--- config.mk ---
export PLATFORM = sky130hd
export DESIGN_NAME = i2s_tx_sequencer
export DESIGN_NICKNAME = d
export VERILOG_FILES = /design/src/rtl/i2s_tx_sequencer.sv
export SDC_FILE = /design/constraint.sdc
export NUM_CORES = 1
export LEC_CHECK = 0
export CAP_MARGIN = 20
export CORE_ASPECT_RATIO = 0.7
export CORE_MARGIN = 8
export CORE_UTILIZATION = 59
export CTS_CLUSTER_DIAMETER = 100
export DETAILED_ROUTE_END_ITERATION = 10
export GPL_TIMING_DRIVEN = 1
export PLACE_DENSITY = 0.89
export SETUP_SLACK_MARGIN = 0.5
export SYNTH_ARGS = -nofsm -noshare
export SYNTH_HDL_FRONTEND = slang
export SYNTH_SLANG_ARGS = --single-unit
--- constraint.sdc ---
create_clock -name clk -period 3.87 [get_ports clk]
set_input_delay 0.774 -clock clk [delete_from_list [all_inputs] [get_ports clk]]
set_output_delay 0.774 -clock clk [all_outputs]
set_load 0.1 [all_outputs]
--- src/rtl/i2s_tx_sequencer.sv ---
`default_nettype none
// ============================================================================
//  Module      : i2s_tx_sequencer
//  Description : I2S transmit frame sequencer. Drives bit clock, word select
//                and serial data from a half-bit-period enable. Accepts stereo
//                pairs over valid/ready into a one-pair holding buffer, flags
//                underrun, and starts/stops only on frame boundaries.
//  Revision    : 1.0 - initial release
// ============================================================================
module i2s_tx_sequencer #(
    parameter int SAMPLE_WIDTH = 16
) (
    input  logic                    clk,
    input  logic                    rst_n,
    input  logic                    bclk_en,
    input  logic                    enable,
    input  logic                    s_valid,
    output logic                    s_ready,
    input  logic [SAMPLE_WIDTH-1:0] s_left,
    input  logic [SAMPLE_WIDTH-1:0] s_right,
    output logic                    i2s_bclk,
    output logic                    i2s_lrclk,
    output logic                    i2s_sdata,
    output logic                    busy,
    output logic                    underrun
);

    localparam int FW = 2 * SAMPLE_WIDTH;
    localparam int BW = $clog2(FW);

    localparam logic [BW-1:0] c_LAST  = BW'(FW - 1);
    localparam logic [BW-1:0] c_LR_LO = BW'(SAMPLE_WIDTH - 1);
    localparam logic [BW-1:0] c_LR_HI = BW'(FW - 2);

    localparam logic [0:0] c_S_IDLE = 1'b0;
    localparam logic [0:0] c_S_RUN  = 1'b1;

    logic [0:0]              r_state;
    logic [BW-1:0]           r_bidx;
    logic [FW-1:0]           r_shift;
    logic [SAMPLE_WIDTH-1:0] r_hold_l;
    logic [SAMPLE_WIDTH-1:0] r_hold_r;
    logic                    r_full;
    logic                    r_bclk;
    logic                    r_lrclk;
    logic                    r_sdata;
    logic                    r_busy;
    logic                    r_underrun;

    logic                    w_xfer;
    logic                    w_rise;
    logic                    w_fall;
    logic                    w_at_last;
    logic                    w_start;
    logic                    w_stop;
    logic                    w_adv;
    logic                    w_load;
    logic [BW-1:0]           w_bidx_nxt;
    logic                    w_lr_nxt;

    assign w_xfer     = s_valid & ~r_full;
    assign w_rise     = (r_state == c_S_RUN) & bclk_en & ~r_bclk;
    assign w_fall     = (r_state == c_S_RUN) & bclk_en &  r_bclk;
    assign w_at_last  = (r_bidx == c_LAST);
    // A frame starts either from idle on the first enabled tick, or back to
    // back at the end of the last bit while still enabled.
    assign w_start    = ((r_state == c_S_IDLE) & bclk_en & enable)
                      | (w_fall & w_at_last & enable);
    assign w_stop     = w_fall & w_at_last & ~enable;
    assign w_adv      = w_fall & ~w_at_last;
    assign w_load     = w_start & r_full;
    assign w_bidx_nxt = r_bidx + BW'(1);
    // Word select leads each channel MSB by one bit period.
    assign w_lr_nxt   = (w_bidx_nxt >= c_LR_LO) && (w_bidx_nxt <= c_LR_HI);

    assign s_ready   = ~r_full;
    assign i2s_bclk  = r_bclk;
    assign i2s_lrclk = r_lrclk;
    assign i2s_sdata = r_sdata;
    assign busy      = r_busy;
    assign underrun  = r_underrun;

    // Holding buffer: a frame-start load empties it; a transfer fills it.
    // Both in one cycle is impossible because the load needs full=1.
    always_ff @(posedge clk or negedge rst_n) begin
        if (!rst_n) begin
            r_full   <= 1'b0;
            r_hold_l <= '0;
            r_hold_r <= '0;
        end else begin
            if (w_load) begin
                r_full <= 1'b0;
            end else if (w_xfer) begin
                r_full <= 1'b1;
            end
            if (w_xfer) begin
                r_hold_l <= s_left;
                r_hold_r <= s_right;
            end
        end
    end

    // Frame state machine, bit index, shift register and line drivers.
    always_ff @(posedge clk or negedge rst_n) begin
        if (!rst_n) begin
            r_state <= c_S_IDLE;
            r_bidx  <= '0;
            r_shift <= '0;
            r_bclk  <= 1'b0;
            r_lrclk <= 1'b0;
            r_sdata <= 1'b0;
            r_busy  <= 1'b0;
        end else begin
            if (w_rise) begin
                r_bclk <= 1'b1;
            end
            if (w_fall) begin
                r_bclk <= 1'b0;
            end
            if (w_start) begin
                // Bit 0 is never in the word-select window since W >= 2.
                r_state <= c_S_RUN;
                r_busy  <= 1'b1;
                r_bidx  <= '0;
                r_lrclk <= 1'b0;
                if (r_full) begin
                    r_shift <= {r_hold_l, r_hold_r};
                    r_sdata <= r_hold_l[SAMPLE_WIDTH-1];
                end else begin
                    r_shift <= '0;
                    r_sdata <= 1'b0;
                end
            end else if (w_adv) begin
                // Shifting left keeps the current bit at the MSB position.
                r_bidx  <= w_bidx_nxt;
                r_shift <= {r_shift[FW-2:0], 1'b0};
                r_sdata <= r_shift[FW-2];
                r_lrclk <= w_lr_nxt;
            end else if (w_stop) begin
                r_state <= c_S_IDLE;
                r_busy  <= 1'b0;
                r_bidx  <= '0;
                r_lrclk <= 1'b0;
                r_sdata <= 1'b0;
            end
        end
    end

    // One-cycle underrun pulse on a frame start with an empty buffer.
    always_ff @(posedge clk or negedge rst_n) begin
        if (!rst_n) begin
            r_underrun <= 1'b0;
        end else begin
            r_underrun <= w_start & ~r_full;
        end
    end

endmodule
`default_nettype wire

==> results of run 1 <==
==> cell usage after synthesis, drive strengths merged, types with 3 or more instances <==
master,instances
clkbuf,9
buf,10
ha,4
nand2,42
nor2,4
a21oi,5
and2,31
mux2i,30
o21ai,34
inv,4
dfrtp,74
mux2,33
nand3,3
==> sequential cells by signal (all words and copies together), names as in the netlist <==
register / flops
busy: 1
i2s_sdata: 1
i2s_lrclk: 1
r_bidx: 5
r_hold_l: 16
r_hold_r: 16
r_full: 1
i2s_bclk: 1
r_shift: 31
underrun: 1
==> routing by layer <==
layer,vias up,GRT usage
met1,1075,0.207
met5,-,0
li1,1078,-
met3,2,0.0710
met2,42,0.256
met4,0,0.0476
==> power groups by stage <==
stage	Sequential [mW]	Clock, mW	Combinational, mW
after CTS	0.909	0.524	0.418
after global placement	0.919	0	0.403
after detailed placement	0.923	0	0.416
after floorplan	0.982	0	0.230
final	0.911	0.505	0.415
after global routing	0.920	0.557	0.458
==> kinds of logic (layout without fill, tap and decap cells) <==
logic type	after synthesis	after routing	synth area share
simple gates	87	87	0.129
compound gates	43	43	0.0725
fa+ha+maj	4	4	0.0146
flops	74	74	0.542
buf+inv	23	62	0.0377
xor+xnor	3	3	0.00769
mux	63	63	0.197
==> worst min-delay path by stage <==
stage	slack, ns	end	cells past startpoint
6_report	0.48	r_hold_l[8]$_DFFE_PN0P_	1
4_1_cts	0.49	r_shift[1]$_DFFE_PN0P_	2
5_1_grt	0.51	r_shift[4]$_DFFE_PN0P_	2
2_1_floorplan	0.45	r_shift[1]$_DFFE_PN0P_	2
3_5_place_dp	0.47	r_shift[1]$_DFFE_PN0P_	2
3_3_place_gp	0.46	r_hold_l[8]$_DFFE_PN0P_	1
==> final cells by class <==
| type | count | area (um^2) |
|---|---|---|
| flip-flops and latches | 74 | 1850 |
| fillers | 414 | 1650 |
| clock buffers | 13 | 159 |
| inverters | 4 | 15.0 |
| well taps | 75 | 93.8 |
| multi-input cells | 200 | 1460 |
| repair buffers | 45 | 440 |
==> per-stage QoR <==
step	area [um^2]	power, mW	setup WS, ns	utilization	cells
finish	4020	1.83	1.02	0.708	411
global route	4020	1.93	0.933	0.708	411
floorplan	3420	1.21	1.76	-	297
detailed placement	3860	1.34	0.867	0.680	398
CTS	4020	1.85	0.997	0.708	411
global placement	3860	1.32	0.980	0.680	398
==> metrics.md, run 1 <==
| Metric | Value |
|---|---|
| Min cycle time layout | `between 2 and 3 ns` |
| Diodes inserted | `0` |
| Most used DFF post-synth | `dfrtp_1` |
| Synth Register Bits | `74` |
| Final ANT Viol Nets | `0` |
| CORE AREA | `around 5700 um^2` |
| Critical path depth | `1` |
| Pin count of the biggest net entering global routing | `between 70 and 80` |
| Clock slew at reported path FFs | `about 0.07 ns` |
| CTS resizes | `0` |
| Worst path required time | `roughly 3.1 ns` |
| Sequential power share | `0.497` |
| CP Launch Type | `flop` |
| Cell-internal power | `1.27 mW` |
| Rows | `23` |
| Initial antenna violation count | `0` |
| Worst skew pair latency | `0.33 ns` |
| Max Used Layer | `met4` |
| Initial DRC Count | `149` |
| Clock Skews | `0.00283 ns` |
| Wl on met1 | `~3000 um` |
| GPL Wtd Cong | `0.790` |
| Crit Reg-Reg Endpoint | `r_shift[15]$_DFFE_PN0P_` |
| Pre-Repair DR Iteration Count | `4` |
| Avg Synthesized Cell Area | `11.5 um^2` |
| CTS sink count | `between 70 and 80` |
| Comb pwr share | `0.227` |
| Rel. slew slack | `0.340` |
| Synth Instances | `between 200 and 300` |
| Drt wl/cell | `15.5 um` |
| Ys async rst share | `1.00` |
| Gr usage total | `0.165` |
| Via density | `~5.3` |
| Slew Viols, Final | `0` |
| Vias in the first global route | `2314` |
| Die Wd | `107 um` |
| Hold-fix buffers at CTS | `0` |
| Seq/Total Area, Yosys | `0.542` |
| Leak | `1.67 nW` |
| Area leader, netlist | `dfrtp_1` |
| Share of layout cells above drive strength 1 | `0.155` |
| Hold Path Origin | `r_hold_l[8]$_DFFE_PN0P_` |
| Final setup viols | `0` |
| Status | `finished clean` |
| Die footprint | `8520 um^2` |
| Port Buffers | `42` |
| Synth-to-layout area growth | `17.5%` |
| Synthesized area | `3420 um^2` |
| RSZ-0062 raised after global routing | `no` |
| Worst Path Buf+Inv | `1` |
| Post-CTS setup buffers | `0` |
| Share of the synthesized area in the top cell type | `0.542` |
| Max-Cap Viols | `0` |
| Reg2Reg Launch Point | `r_bidx[0]$_DFFE_PN0P_` |
| Remaining global-route overflow | `0` |
| WL final | `roughly 6400 um` |
| Io pins | `43` |
| Worst Setup SP | `i2s_bclk$_DFFE_PN0P_` |
| Sw Share | `0.308` |
| DIE HEIGHT | `79.7 um` |
| Hold Fails Final Rpt | `0` |
| Arrival @ worst endpoint | `2.08 ns` |
| CP top delay family | `buffers and inverters` |
| Maximum buffer depth of the clock tree | `2` |
| Most common cell after layout, fill and taps aside | `dfrtp_1` |
| Worst Reg2Reg Path Length in Cells | `8` |
| Syn Nets | `~340` |
| Max VDD drop | `231 uV` |
| Pwr/cell area | `456 nW/um^2` |
| Worst Setup End Kind | `output port` |
| Vias after detailed routing | `between 2000 and 2500` |
| DP Wirelength | `around 4100 um` |
| Synth top area cells | `dfrtp_1 (54%), mux2_2 (10%), mux2i_1 (8.8%), and2_1 (5.7%), nand2_1 (4.4%)` |
| CTS tree | `yes` |
| Post-synth EDFFs | `0` |
| Worst path max stage delay | `1.20 ns` |
| Post-route DRC | `0` |
| Maximum clock rate | `between 300 and 400 MHz` |
| Worst slew pin tran | `around 0.99 ns` |
| Worst Setup EP | `i2s_bclk` |
| Critical-path maximum fanout | `8` |
| Num CTS Buffers | `9` |
| Routed wl met2 | `roughly 3000 um` |
| Synth Warn # | `0` |
| WL met3 | `326 um` |
| Worst hold path class | `reg2reg` |
| Min Hold Slack | `around 0.48 ns` |
| Period utilization | `0.736` |
| Final nets | `roughly 380` |
| Critical-path top delay cell | `clkdlybuf4s50_1` |
| Most frequent cells in the layout | `dfrtp_1 (74), clkdlybuf4s50_1 (41), nand2_1 (40)` |
| Sw Pwr | `between 0.5 and 0.6 mW` |
| First-pass GRT wire length | `about 11000 um` |
| Initial Util | `0.603` |
| H-tree Lvls | `3` |
| CP Class | `reg2out` |
| Cells along the critical path | `clkdlybuf4s50_1` |
| Netlist cell types | `31` |
| Setup TNS | `0 ns` |
| Clock power frac | `0.276` |
| Root Buffer Master | `clkbuf_8` |
| Reg2reg setup slack | `approximately 1.3 ns` |
No activity file was read; power rests on OpenSTA's default activity.
==> run 2: changes to the inputs <==
- CORE_UTILIZATION: 59 -> 50
- PLACE_DENSITY: 0.89 -> 0.81
- clock period: 3.87 -> 2.31 ns (I/O delays scaled with it)
==> metrics.md, run 2 (synthesized netlist as in run 1, its figures left out) <==
| Metric | Value |
|---|---|
| Status | `finished clean` |
| Max-Cap Viols | `0` |
| First-pass GRT wire length | `11300 um` |
| Initial Util | `0.511` |
| Num CTS Buffers | `9` |
| Most common cell after layout, fill and taps aside | `dfrtp_1` |
| Via density | `5.19` |
| Final ANT Viol Nets | `0` |
| Clock slew at reported path FFs | `0.08 ns` |
| Max reg flops | `31` |
| Gr usage total | `0.145` |
| Io pins | `43` |
| Largest registers | `r_shift x31, r_hold_l x16, r_hold_r x16` |
| Clock Skews | `0.00849 ns` |
| Vias in the first global route | `2381` |
| Initial antenna violation count | `0` |
| CTS sink count | `74` |
| Max VDD drop | `395 uV` |
| Critical-path maximum fanout | `5` |
| Die Wd | `115 um` |
| RSZ-0062 raised after global routing | `yes` |
| Pin count of the biggest net entering global routing | `67` |
| Final nets | `397` |
| Pwr/cell area | `slightly above 800 nW/um^2` |
| Clock power frac | `0.343` |
| GPL Wtd Cong | `0.708` |
| Synth-to-layout area growth | `30.9%` |
| Hold Fails Final Rpt | `0` |
| Initial DRC Count | `127` |
| Leak | `around 1.9 nW` |
| Final setup viols | `0` |
| Share of layout cells above drive strength 1 | `0.269` |
| Setup TNS | `0 ns` |
| Worst Setup End Kind | `flop` |
| Min cycle time layout | `1.97 ns` |
| Root Buffer Master | `clkbuf_8` |
| Drt wl/cell | `15.9 um` |
| Sw Share | `0.294` |
| Arrival @ worst endpoint | `2.17 ns` |
| Most frequent cells in the layout | `dfrtp_1 (71), nand2_1 (40), clkdlybuf4s50_1 (34)` |
| Remaining global-route overflow | `0` |
| DP Wirelength | `between 4000 and 5000 um` |
| Power, Total | `between 3 and 4 mW` |
| Rel. slew slack | `0.593` |
| Worst slew pin tran | `0.611 ns` |
| Worst hold path class | `in2async` |
| Cell-internal power | `2.57 mW` |
| Comb pwr share | `0.235` |
| Slew Viols, Final | `0` |
| Port Buffers | `42` |
| Vias after detailed routing | `2360` |
| Diodes inserted | `0` |
| CORE AREA | `between 6000 and 7000 um^2` |
| Fillers | `about 530` |
| Sw Pwr | `1.07 mW` |
| Sequential power share | `0.422` |
| Maximum clock rate | `507 MHz` |
| Top reg by flops | `r_shift` |
| Maximum buffer depth of the clock tree | `2` |
| CP Launch Type | `flop` |
| Worst skew pair latency | `0.34 ns` |
| WL final | `7260 um` |
| Rows | `25` |
| Period utilization | `0.855` |
| Post-route DRC | `0` |
| H-tree Lvls | `3` |
| CTS tree | `yes` |
| Worst path required time | `2.50 ns` |
| DIE HEIGHT | `roughly 85 um` |
| Die footprint | `9780 um^2` |
| CP Class | `reg2reg` |
| Pre-Repair DR Iteration Count | `4` |
[run 2: worst max-delay path: stages (launching register included)]
cell and delay, ns:
dfrtp_1 0.40, ha_4 0.15, and3_4 0.19, ha_4 0.15
nand2_2 0.08, a21oi_4 0.26, buf_6 0.14, buf_8 0.12
mux2i_2 0.24, o21ai_1 0.11
[run 2: final cells by class]
class | instances | area [um^2] | share of cell area
Clock inverter | 4 | 97.6 | 0.0218
Clock buffer | 12 | 155 | 0.0347
Sequential cell | 74 | 1860 | 0.415
Inverter | 4 | 15.0 | 0.00336
Timing Repair Buffer | 66 | 696 | 0.156
Tap cell | 94 | 118 | 0.0263
Multi-Input combinational cell | 201 | 1540 | 0.343
[run 2: repair_timing]
item | 4_1_cts | 5_1_grt
setup endpoints to repair | 33 | 32
gates cloned | 1 | 2
endpoints found under the hold margin | 8 | 0
hold buffers | 1 | 0
setup buffers | 8 | 5
pin swaps | 1 | 2
resized for setup | 7 | 13
[run 2: final timing paths]
check | startpoint | end | slack (ns) | cells past startpoint
worst max-delay path | r_bidx[1]$_DFFE_PN0P_ | r_shift[7]$_DFFE_PN0P_ | 0.34 | 9
worst min-delay path | rst_n | r_hold_r[3]$_DFFE_PN0P_ | 0.48 | 2
worst max register to register | r_bidx[1]$_DFFE_PN0P_ | r_shift[7]$_DFFE_PN0P_ | 0.34 | 9
worst min register to register | r_shift[1]$_DFFE_PN0P_ | r_shift[1]$_DFFE_PN0P_ | 0.49 | 2
max in group asynchronous | rst_n | r_hold_r[14]$_DFFE_PN0P_ | 1.26 | 3
min in group clk | r_shift[1]$_DFFE_PN0P_ | r_shift[1]$_DFFE_PN0P_ | 0.49 | 2
[run 2: power groups by stage]
stage	clock [mW]	combinational, mW	sequential (mW)
finish	1.25	0.853	1.54
global placement	0	0.692	1.55
global route	1.34	0.929	1.55
CTS	1.27	0.820	1.53
detailed placement	0	0.714	1.56
floorplan	0	0.392	1.65
[run 2: stage by stage]
| stage | std cells | util | hold WS [ns] | cell area [um^2] | setup slack (ns) |
|---|---|---|---|---|---|
| global route | 455 | 0.668 | 0.469 | 4470 | 0.245 |
| detailed placement | 422 | 0.592 | 0.295 | 3960 | 0.167 |
| CTS | 448 | 0.648 | 0.467 | 4340 | 0.380 |
| global placement | 422 | 0.592 | 0.295 | 3960 | 0.253 |
| finish | 455 | 0.668 | 0.476 | 4470 | 0.336 |
| floorplan | 297 | - | 0.166 | 3440 | 0.395 |
[run 2: per-layer routing]
layer / wire length, um / GRT usage
met1: 3210 / 0.177
met2: 3490 / 0.236
met3: 413 / 0.0496
met4: 138 / 0.0451
met5: 0 / 0
